### src/rtl/gray_cnt_rx.sv
// gray_cnt_rx: per-channel synchroniser, gray-to-binary conversion, delta/upd and wide accumulator.
// Define GRAY_CNT_RX_ERR_CHK_EN to build the sticky multi-bit gray-change error flags.
module gray_cnt_rx #(
  parameter int W    = 8,
  parameter int CH   = 4,
  parameter int SYNC = 2,
  parameter int AW   = 32
) (
  input  logic             clk,
  input  logic             rst_n,
  input  logic [CH*W-1:0]  gray_in,
  input  logic             clr,
  input  logic             err_clr,
  output logic [CH*W-1:0]  cnt,
  output logic [CH*W-1:0]  delta,
  output logic [CH-1:0]    upd,
  output logic [CH*AW-1:0] acc,
  output logic [CH-1:0]    err,
  output logic             ready
);

  localparam int WCW = $clog2(SYNC + 2);

  logic [W-1:0]   sync_q  [CH][SYNC];
  logic [W-1:0]   cnt_q   [CH];
  logic [W-1:0]   delta_q [CH];
  logic [AW-1:0]  acc_q   [CH];
  logic [CH-1:0]  upd_q;
  logic [W-1:0]   bin     [CH];
  logic [W-1:0]   d       [CH];
  logic [WCW-1:0] warm_q;
  logic           ready_q;

  always_ff @(posedge clk or negedge rst_n) begin
    if (!rst_n) begin
      for (int c = 0; c < CH; c++)
        for (int i = 0; i < SYNC; i++)
          sync_q[c][i] <= '0;
    end else begin
      for (int c = 0; c < CH; c++) begin
        sync_q[c][0] <= gray_in[c*W +: W];
        for (int i = 1; i < SYNC; i++)
          sync_q[c][i] <= sync_q[c][i-1];
      end
    end
  end

  // Warm-up lasts SYNC+1 edges so the chain is fully loaded before counting starts.
  always_ff @(posedge clk or negedge rst_n) begin
    if (!rst_n) begin
      warm_q  <= '0;
      ready_q <= 1'b0;
    end else if (!ready_q) begin
      if (warm_q == WCW'(SYNC))
        ready_q <= 1'b1;
      else
        warm_q <= warm_q + WCW'(1);
    end
  end

  always_comb begin
    for (int c = 0; c < CH; c++) begin
      bin[c] = '0;
      for (int i = 0; i < W; i++)
        bin[c][i] = ^(sync_q[c][SYNC-1] >> i);
      d[c] = bin[c] - cnt_q[c];
    end
  end

  always_ff @(posedge clk or negedge rst_n) begin
    if (!rst_n) begin
      upd_q <= '0;
      for (int c = 0; c < CH; c++) begin
        cnt_q[c]   <= '0;
        delta_q[c] <= '0;
        acc_q[c]   <= '0;
      end
    end else begin
      for (int c = 0; c < CH; c++) begin
        cnt_q[c] <= bin[c];
        if (!ready_q) begin
          delta_q[c] <= '0;
          upd_q[c]   <= 1'b0;
          acc_q[c]   <= '0;
        end else begin
          delta_q[c] <= d[c];
          upd_q[c]   <= (d[c] != '0);
          acc_q[c]   <= clr ? AW'(d[c]) : acc_q[c] + AW'(d[c]);
        end
      end
    end
  end

`ifdef GRAY_CNT_RX_ERR_CHK_EN
  logic [W-1:0]  s_prev_q [CH];
  logic [CH-1:0] err_q;

  // A new error in the same cycle as err_clr keeps the flag set.
  always_ff @(posedge clk or negedge rst_n) begin
    if (!rst_n) begin
      err_q <= '0;
      for (int c = 0; c < CH; c++)
        s_prev_q[c] <= '0;
    end else begin
      for (int c = 0; c < CH; c++) begin
        s_prev_q[c] <= sync_q[c][SYNC-1];
        if (ready_q && ($countones(sync_q[c][SYNC-1] ^ s_prev_q[c]) > 1))
          err_q[c] <= 1'b1;
        else if (err_clr)
          err_q[c] <= 1'b0;
      end
    end
  end

  assign err = err_q;
`else
  logic unused_err_clr;
  assign unused_err_clr = err_clr;
  assign err = '0;
`endif

  always_comb begin
    cnt   = '0;
    delta = '0;
    acc   = '0;
    for (int c = 0; c < CH; c++) begin
      cnt[c*W +: W]    = cnt_q[c];
      delta[c*W +: W]  = delta_q[c];
      acc[c*AW +: AW]  = acc_q[c];
    end
  end

  assign upd   = upd_q;
  assign ready = ready_q;

endmodule

### config.mk
export PLATFORM = sky130hd
export DESIGN_NAME = gray_cnt_rx
export DESIGN_NICKNAME = d
export VERILOG_FILES = /design/src/rtl/gray_cnt_rx.sv
export SDC_FILE = /design/constraint.sdc
export NUM_CORES = 1
export LEC_CHECK = 0
export ABC_AREA = 1
export ABC_CLOCK_PERIOD_IN_PS = 3600
export CAP_MARGIN = 0
export CORE_AREA = 2 2 177 179
export CTS_CLUSTER_DIAMETER = 100
export CTS_CLUSTER_SIZE = 14
export DETAILED_ROUTE_END_ITERATION = 7
export DIE_AREA = 0 0 179 181
export PLACE_DENSITY = 0.81
export SETUP_SLACK_MARGIN = 0.15
export SLEW_MARGIN = 20
export SYNTH_ARGS = -nofsm -noshare
export SYNTH_HDL_FRONTEND = slang
export SYNTH_SLANG_ARGS = --single-unit
export TNS_END_PERCENT = 5
### constraint.sdc
create_clock -name clk -period 3.6 [get_ports clk]
set_input_delay 0.36 -clock clk [delete_from_list [all_inputs] [get_ports clk]]
set_output_delay 0.36 -clock clk [all_outputs]
set_load 0.02 [all_outputs]
---- Word-level counts from Yosys, hierarchy flattened ----
Index checks and enable logic that the tools add are counted.
operators by class
  add/subtract/negate cells ............... 9
  mux-type cells .......................... 18
  reduce and logical (&&, ||, !) cells .... 37
  bitwise operators ....................... 2
  eq/ne operators ......................... 1
operator list
  kind                                          number
  2-to-1 mux 32 bit                             8
  parity 8 bit                                  32
  adder 32 x 8 -> 32 bit                        4
  2-to-1 mux 8 bit                              4
  nonzero test 8 bit                            4
  subtractor 8 bit                              4
  2-to-1 mux 1 bit                              6
  adder 2 x 1 -> 2 bit (second input constant)  1
  equality test 2 bit (second input constant)   1
  NOT 1 bit                                     2
  AND reduction 2 bit                           1
word-level totals
  output and inout bits ................... 201
  register bits after elaboration ......... 263

---- Depth between registers and ports, before layout ----
Gate-level depths: netlist (run 1).
  depth after elaboration ................. 5
  depth in mapped cells ................... 25
  depth with buffers taken out ............ 25

---- Least setup slack after synthesis (run 1) ----
No wires, ideal clock.
  path kind ............................... reg-to-reg
  start point ............................. register sync_q[7] (netlist bit)
  end point ............................... register acc_q, in the netlist acc[107]
  cell stages (with the launch flop) ...... 22
  arrival ................................. 3265 ps
  slack ................................... 215 ps
  clock period less this slack ............ 3385 ps
  path buffers ............................ 0
  setup time .............................. 120 ps
  cell sequence ........................... dfrtp_1 -> xor2_2 -> xnor2_1 -> xnor2_1 -> inv_1 -> ha_1 -> fa_1 -> inv_1 -> nand3_1 -> nand3_1 -> nand2_1 -> nand2_1 -> inv_1 -> ha_1 -> nand2_1 -> inv_1 -> a21oi_1 -> nand2_1 -> nand2_1 -> nand2_1 -> o21ai_0 -> nor2_1
RTL lines
  element                           line  RTL
  start: declaration                24    logic [W-1:0] sync_q [CH][SYNC];
  start signal: indexed assignment  41    sync_q[c][0] <= gray_in[c*W +: W];
  start signal: indexed assignment  43    sync_q[c][i] <= sync_q[c][i-1];
  end signal: indexed assignment    88    acc_q[c] <= clr ? AW'(d[c]) : acc_q[c] + AW'(d[c]);
  end: declaration                  27    logic [AW-1:0] acc_q [CH];

==> results of run 1 <==
## cell type report
type / instances / area, um^2 / share of cell area (%)
multi-input combinational: 1354 / 8050 / 40.4
sequential: 263 / 6580 / 33.1
timing repair buffer: 311 / 2990 / 15.0
inverter: 322 / 1210 / 6.08
clock buffer: 23 / 576 / 2.89
tap: 396 / 495 / 2.49
clock inverter: 1 / 5.00 / 0.0251
## Yosys cell counts, types with 3 or more instances
library cell	number
clkbuf_1	16
o21ai_0	41
o21a_1	8
o22a_1	4
a21boi_0	6
ha_1	69
buf_1	3
nand4_1	35
xnor2_1	38
or2_2	4
nor2_1	251
a21oi_1	102
buf_4	4
xor2_2	4
nor3b_1	6
xor2_1	21
a211oi_1	4
and2_1	6
nand3_1	143
fa_1	8
dfrtp_1	263
inv_1	321
nand2_1	557
nand3b_1	14
nor3_1	27
## cell families after synthesis
kind of cell | count (synthesis)
other | 1
adders and majority gates | 77
DFF | 263
AOI/OAI and AO/OA | 165
buffers and inverters | 347
and+or+nand+nor | 1045
xor gates and xnor gates | 63
## per-layer routing
layer  global-route usage (%)  part of all wire (%)  vias to the layer above
met3                     3.68                   6.6                      107
li1                         -                     -                     6702
met5                        0                     0                        -
met2                     44.2                    51                      546
met1                     31.6                    39                     6664
met4                     8.03                   3.5                        0
## how the worst max path moves through the flow
stage	start	to	slack, ns	cells past startpoint
2_1_floorplan	sync_q[7]	acc[107]	0.22	21
3_3_place_gp	sync_q[23]	acc[79]	0.01	22
3_5_place_dp	sync_q[23]	acc[75]	-0.1	22
4_1_cts	sync_q[22]	acc[90]	0.1	23
5_1_grt	sync_q[23]	acc[70]	-0.06	22
6_report	sync_q[23]	acc[78]	0.12	22
## metrics by stage
stage	hold slack, ns	util (%)
after floorplan	0.0644	-
after global placement	0.332	58.9
after detailed placement	0.335	58.9
after CTS	0.254	62.0
after global routing	0.266	65.6
final	0.276	65.6
## state kept, by name (all words and copies together) (netlist names)
register and flops:
sync_q 64, acc 128, ready 1, delta 32
upd 4, warm_q 2, cnt 32
## where the power goes
group	switching [mW]	leakage [nW]	internal, mW	total [mW]
Sequential	0.447	3.25	3.51	3.95
Combinational	5.68	6.17	3.92	9.60
Clock	1.07	0.287	1.13	2.20
## cell usage in the layout, fill, tap and decap left out, drive strengths merged, types with 14 or more instances in the layout
cell and n:
buf 80, xnor2 38, ha 69, nor2 252, inv 322, clkdlybuf4s50 230, nor3 27, xor2 25
o21ai 41, nand3b 14, nand4 35, nand2 557, a21oi 102, dfrtp 263, nand3 143, clkbuf 23
## critical path, cell delays in order (launching register included)
cell and delay (ns):
dfrtp_1 0.41, xor2_2 0.23, buf_6 0.15, xor2_4 0.23, xor2_2 0.20, inv_2 0.08, ha_4 0.30, nand2_4 0.08
nor2_4 0.13, nand2_2 0.08, buf_6 0.12, nand4_1 0.08, nand2_2 0.11, inv_4 0.11, ha_4 0.22, nand2_4 0.08
nor2_2 0.04, nand2_1 0.06, nand3b_1 0.21, nand2_1 0.16, nand2_2 0.11, o21ai_1 0.15, nor2_1 0.05
## what timing repair did
| item | CTS | global route |
|---|---|---|
| hold buffers | 1 | 0 |
| endpoints found under the setup margin | 103 | 108 |
| buffers inserted | 6 | 23 |
| gates resized for setup | 61 | 220 |
| pin swaps | 12 | 99 |
| endpoints found under the hold margin | 86 | 0 |
==> run_results.csv, run 1 <==
group,metric,value,unit
placed_design,io_buffers,231,
cells_and_area,final_nets,2387,
logic_synthesis,synth-simple-area-share,29.4,%
clocking,clock_path_buffers,3,
logic_synthesis,synth_compound_area_share,6.02,%
min_path,hold_end,"sync_q[44]",
clocking,root_buffer,"clkbuf_16",
worst_setup_path,r2r-end,"acc[78]",
die,die_y,181,um
timing,timing.final.ws_setup,0.124,ns
global_routing,grt-ovfl-total,0,
cells_and_area,drive_above_1_share,15.2,%
flow_run,drv_cap,0,
logic_synthesis,synth_ff_type,"dfrtp_1",
global_routing,grtUsageTotal,25.1,%
placed_design,hpwl,29600,um
clocking,h-tree-depth,1,
timing,tightest_slew,0.844,ns
die,start_util,48.5,%
cells_and_area,design_area,19900,um^2
worst_setup_path,path_max_fanout,5,
worst_setup_path,required,4.02,ns
worst_setup_path,endpoint_kind,"flip-flop",
status,status,"finished, final reports clean",
timing,final_hold_viol_count,0,
global_routing,antenna_found_initial,0,
placed_design,post-place-ws,-0.0970,ns
drt,routedWlPerCell,15.8,um
worst_setup_path,worstSetupStartpointType,"flip-flop",
cells_and_area,num_antenna_cells,0,
logic_synthesis,synth_warnings,0,
logic_synthesis,synth_cell_types,30,
drt,ant_nets,0,
die,dieArea,32400,um^2
logic_synthesis,yosysSeqAreaShare,44.7,%
drt,dr.pass1.iters,6,
placed_design,dpl_cell_area,17900,um^2
drt,drc_errors,0,
logic_synthesis,synth-adder-area-share,6.95,%
logic_synthesis,synth-edff-count,0,
timing,slew_viol_final,0,
power,vdd_drop_max,532,uV
global_routing,grt_pass1_wl,66200,um
worst_setup_path,r2r_cells,22,
cells_and_area,nFillCells,2420,
power,p_leak,9.71,nW
min_path,worst_hold_startpoint,"gray_in[12]",
logic_synthesis,synthXorXnorAreaFrac,3.95,%
clocking,tritoncts,"built",
timing,period_share,96.6,%
timing,slew_headroom,43.7,%
timing,fmax,0.288,GHz
power,powerDensity,791,nW/um^2
die,core_area,30300,um^2
clocking,cts_buffers,22,
die,ios,237,
placed_design,dp.cells,2616,
logic_synthesis,synth_area_leader_cell,"dfrtp_1",
min_path,hold_path_class,"in -> reg",
logic_synthesis,yosys-top-cells-area,"dfrtp_1 45%, nand2_1 14%, inv_1 8.2%",
timing,fin_setup_tns,0,ns
global_routing,grt_pass1_vias,13700,
drt,vias_per_cell,5.25,
worst_setup_path,worstSetupPathType,"reg -> reg",
timing,rsz0062_at_grt,"true",
logic_synthesis,syn-cell-area,14700,um^2
timing,finalSetupViolCount,0,
power,power.total,15.7,mW
logic_synthesis,synth_top_cell_area_share,44.7,%
worst_setup_path,rrSetupSlack,0.12,ns
global_routing,grt_max_degree,90,
logic_synthesis,syn-mean-instance-area,7.51,um^2
die,rows,64,
cells_and_area,final_cells,2670,
timing,final.min_clock_period,3.48,ns
clocking,path_clk_slew,0.07,ns
logic_synthesis,synth_top_family_by_area,"simple AND/OR/NAND/NOR gates",
drt,drt-total-wl,42100,um
min_path,hold-path-cell-count,1,
clocking,cts_sinks,263,
logic_synthesis,syn_inst,1961,
cells_and_area,area_delta_synth_final,35.2,%
drt,num_vias,14000,
clocking,clock_latency,0.53,ns
worst_setup_path,reg2reg_from,"sync_q[23]",
logic_synthesis,synthArstFlopShare,100,%
drt,first_iter_violations,900,
worst_setup_path,cp.arrival,3.89,ns
placed_design,place.gp.congestion,0.923,
die,fp.dieW,179,um
timing,fin_worst_skew,0.0171,ns
logic_synthesis,synthMuxAreaShare,0,%
logic_synthesis,ys_ff_latch,263,
Power figures use the tool's default switching activity.
==> run 2: changes to the inputs <==
CORE_AREA = 2 2 145 218   (was 2 2 177 179)
DIE_AREA = 0 0 147 220   (was 0 0 179 181)
==> run_results.csv, run 2 (synthesis results as in run 1) <==
group,metric,value,unit
cells_and_area,multiInputGateArea,8500,um^2
worst_setup_path,reg2reg_from,"sync_q[6]",
drt,dr.pass1.iters,8,
worst_setup_path,r2r_cells,20,
flow_run,drv_cap,0,
worst_setup_path,r2r-end,"acc[102]",
worst_setup_path,endpoint_kind,"flip-flop",
drt,ant_nets,0,
clocking,path_clk_slew,0.06,ns
status,violations,"negative setup slack",
drt,num_vias,14300,
worst_setup_path,required,3.99,ns
die,die_y,220,um
clocking,h-tree-depth,1,
placed_design,post-place-ws,-0.227,ns
clocking,clock_latency,0.54,ns
global_routing,grt_util_met2,51.4,%
global_routing,grtUsageTotal,26.2,%
clocking,tritoncts,"built",
cells_and_area,layout_common_cells,"434 x nand2_1, 298 x inv_1, 259 x dfrtp_1",
cells_and_area,area_delta_synth_final,39.1,%
timing,fmax,0.276,GHz
worst_setup_path,path_max_fanout,5,
timing,slew_headroom,43.2,%
min_path,worst_hold_startpoint,"gray_in[23]",
timing,rsz0062_at_grt,"true",
timing,finalSetupViolCount,1,
worst_setup_path,worstSetupPathType,"reg -> reg",
worst_setup_path,worstSetupStartpointType,"flip-flop",
timing,slew_viol_final,0,
timing,final_hold_viol_count,0,
die,rows,79,
cells_and_area,fin_util,66.8,%
global_routing,antenna_found_initial,0,
cells_and_area,regArea,6590,um^2
die,fp.dieW,147,um
die,dieArea,32300,um^2
cells_and_area,largest_reg_flops,128,
global_routing,grt_pass1_wl,68500,um
power,vdd_drop_max,713,uV
status,status,"complete, but fails checks",
placed_design,place.gp.congestion,0.947,
placed_design,io_buffers,231,
drt,drt-total-wl,45400,um
cells_and_area,drive_above_1_share,19.3,%
die,core_area,30600,um^2
global_routing,grt_pass1_vias,14200,
timing,timing.final.ws_setup,-0.0239,ns
drt,routedWlPerCell,16.8,um
drt,vias_per_cell,5.32,
clocking,root_buffer,"clkbuf_16",
power,powerDensity,813,nW/um^2
clocking,cts_sinks,263,
min_path,hold_end,"sync_q[31]",
clocking,cts_buffers,22,
timing,final.min_clock_period,3.62,ns
timing,period_share,101,%
worst_setup_path,cp.arrival,4.01,ns
global_routing,met1_usage,26.7,%
drt,drc_errors,0,
cells_and_area,num_antenna_cells,0,
timing,fin_worst_skew,0.0279,ns
worst_setup_path,rrSetupSlack,-0.02,ns
cells_and_area,final_nets,2403,
die,ios,237,
min_path,hold-path-cell-count,1,
min_path,hold_path_class,"in -> reg",
cells_and_area,nFillCells,2361,
global_routing,use_met3,4.45,%
global_routing,grt_max_degree,98,
global_routing,busiest_layer,"met2",
timing,whs,0.274,ns
global_routing,grt-ovfl-total,0,
clocking,clock_path_buffers,3,
drt,first_iter_violations,732,
timing,tightest_slew,0.851,ns
die,start_util,48.1,%
cells_and_area,final_common_cell,"nand2_1",
placed_design,hpwl,31100,um
power,p_leak,9.85,nW
==> run 2: worst max-delay path by stage <==
| stage | from | cells past startpoint | endpoint |
|---|---|---|---|
| CTS | sync_q[54] | 23 | acc[29] |
| global placement | sync_q[6] | 21 | acc[111] |
| finish | sync_q[6] | 20 | acc[102] |
| floorplan | sync_q[7] | 21 | acc[107] |
| global route | sync_q[6] | 22 | acc[102] |
| detailed placement | sync_q[6] | 21 | acc[111] |
==> run 2: report_power, final <==
part	switching (mW)	internal, mW	total (mW)	leakage, nW
combinational	6.16	4.34	10.5	6.32
clock	1.05	1.13	2.18	0.287
sequential	0.467	3.51	3.97	3.25
total	7.68	8.97	16.6	9.85
==> run 2: critical path: stages (launching register included) <==
cell	delay, ns
dfrtp_1	0.41
xor2_2	0.29
xnor2_2	0.20
buf_4	0.20
xor2_2	0.17
inv_2	0.09
ha_4	0.29
a21oi_4	0.21
nand2_4	0.09
nand2_2	0.08
nand3b_1	0.11
nand2_2	0.10
inv_2	0.06
ha_4	0.24
nand2_1	0.08
nand2_2	0.07
nand3b_1	0.29
nand2_1	0.12
nand2_1	0.06
o21ai_0	0.24
nor2_1	0.07
==> run 2: per-stage QoR <==
stage | total power [mW] | setup TNS [ns] | instance area [um^2] | cells
floorplan | 9.06 | 0 | 14700 | 1964
global placement | 11.9 | -0.574 | 17900 | 2634
detailed placement | 12.1 | -5.28 | 17900 | 2634
CTS | 14.8 | 0 | 19000 | 2670
global route | 17.8 | -2.51 | 20500 | 2695
finish | 16.6 | -0.0239 | 20500 | 2695
==> run 2: final cells by class <==
type / count / share of cell area (%)
multi-input cells: 1354 / 41.5
flip-flops and latches: 263 / 32.2
repair buffers: 327 / 15.1
inverters: 322 / 5.93
clock buffers: 23 / 2.81
well taps: 405 / 2.47
clock inverters: 1 / 0.0244
==> run 2: what timing repair did <==
item / CTS / global route
buffers inserted: 11 / 25
endpoints found under the setup margin: 100 / 110
pin swaps: 27 / 171
endpoints found under the hold margin: 93 / 0
gates resized for setup: 82 / 304
hold buffers: 1 / 0
==> run 2: routing by layer <==
layer,part of all wire [%],routed length (um)
met1,34,15400
met2,55,24900
met3,6.1,2760
met4,5.1,2320
met5,0,0
==> run 3: changes to the inputs <==
CTS_CLUSTER_DIAMETER = 120   (was 100)
==> results of run 3 <==
Final layout, timing and power as in run 2 (identical DEF).
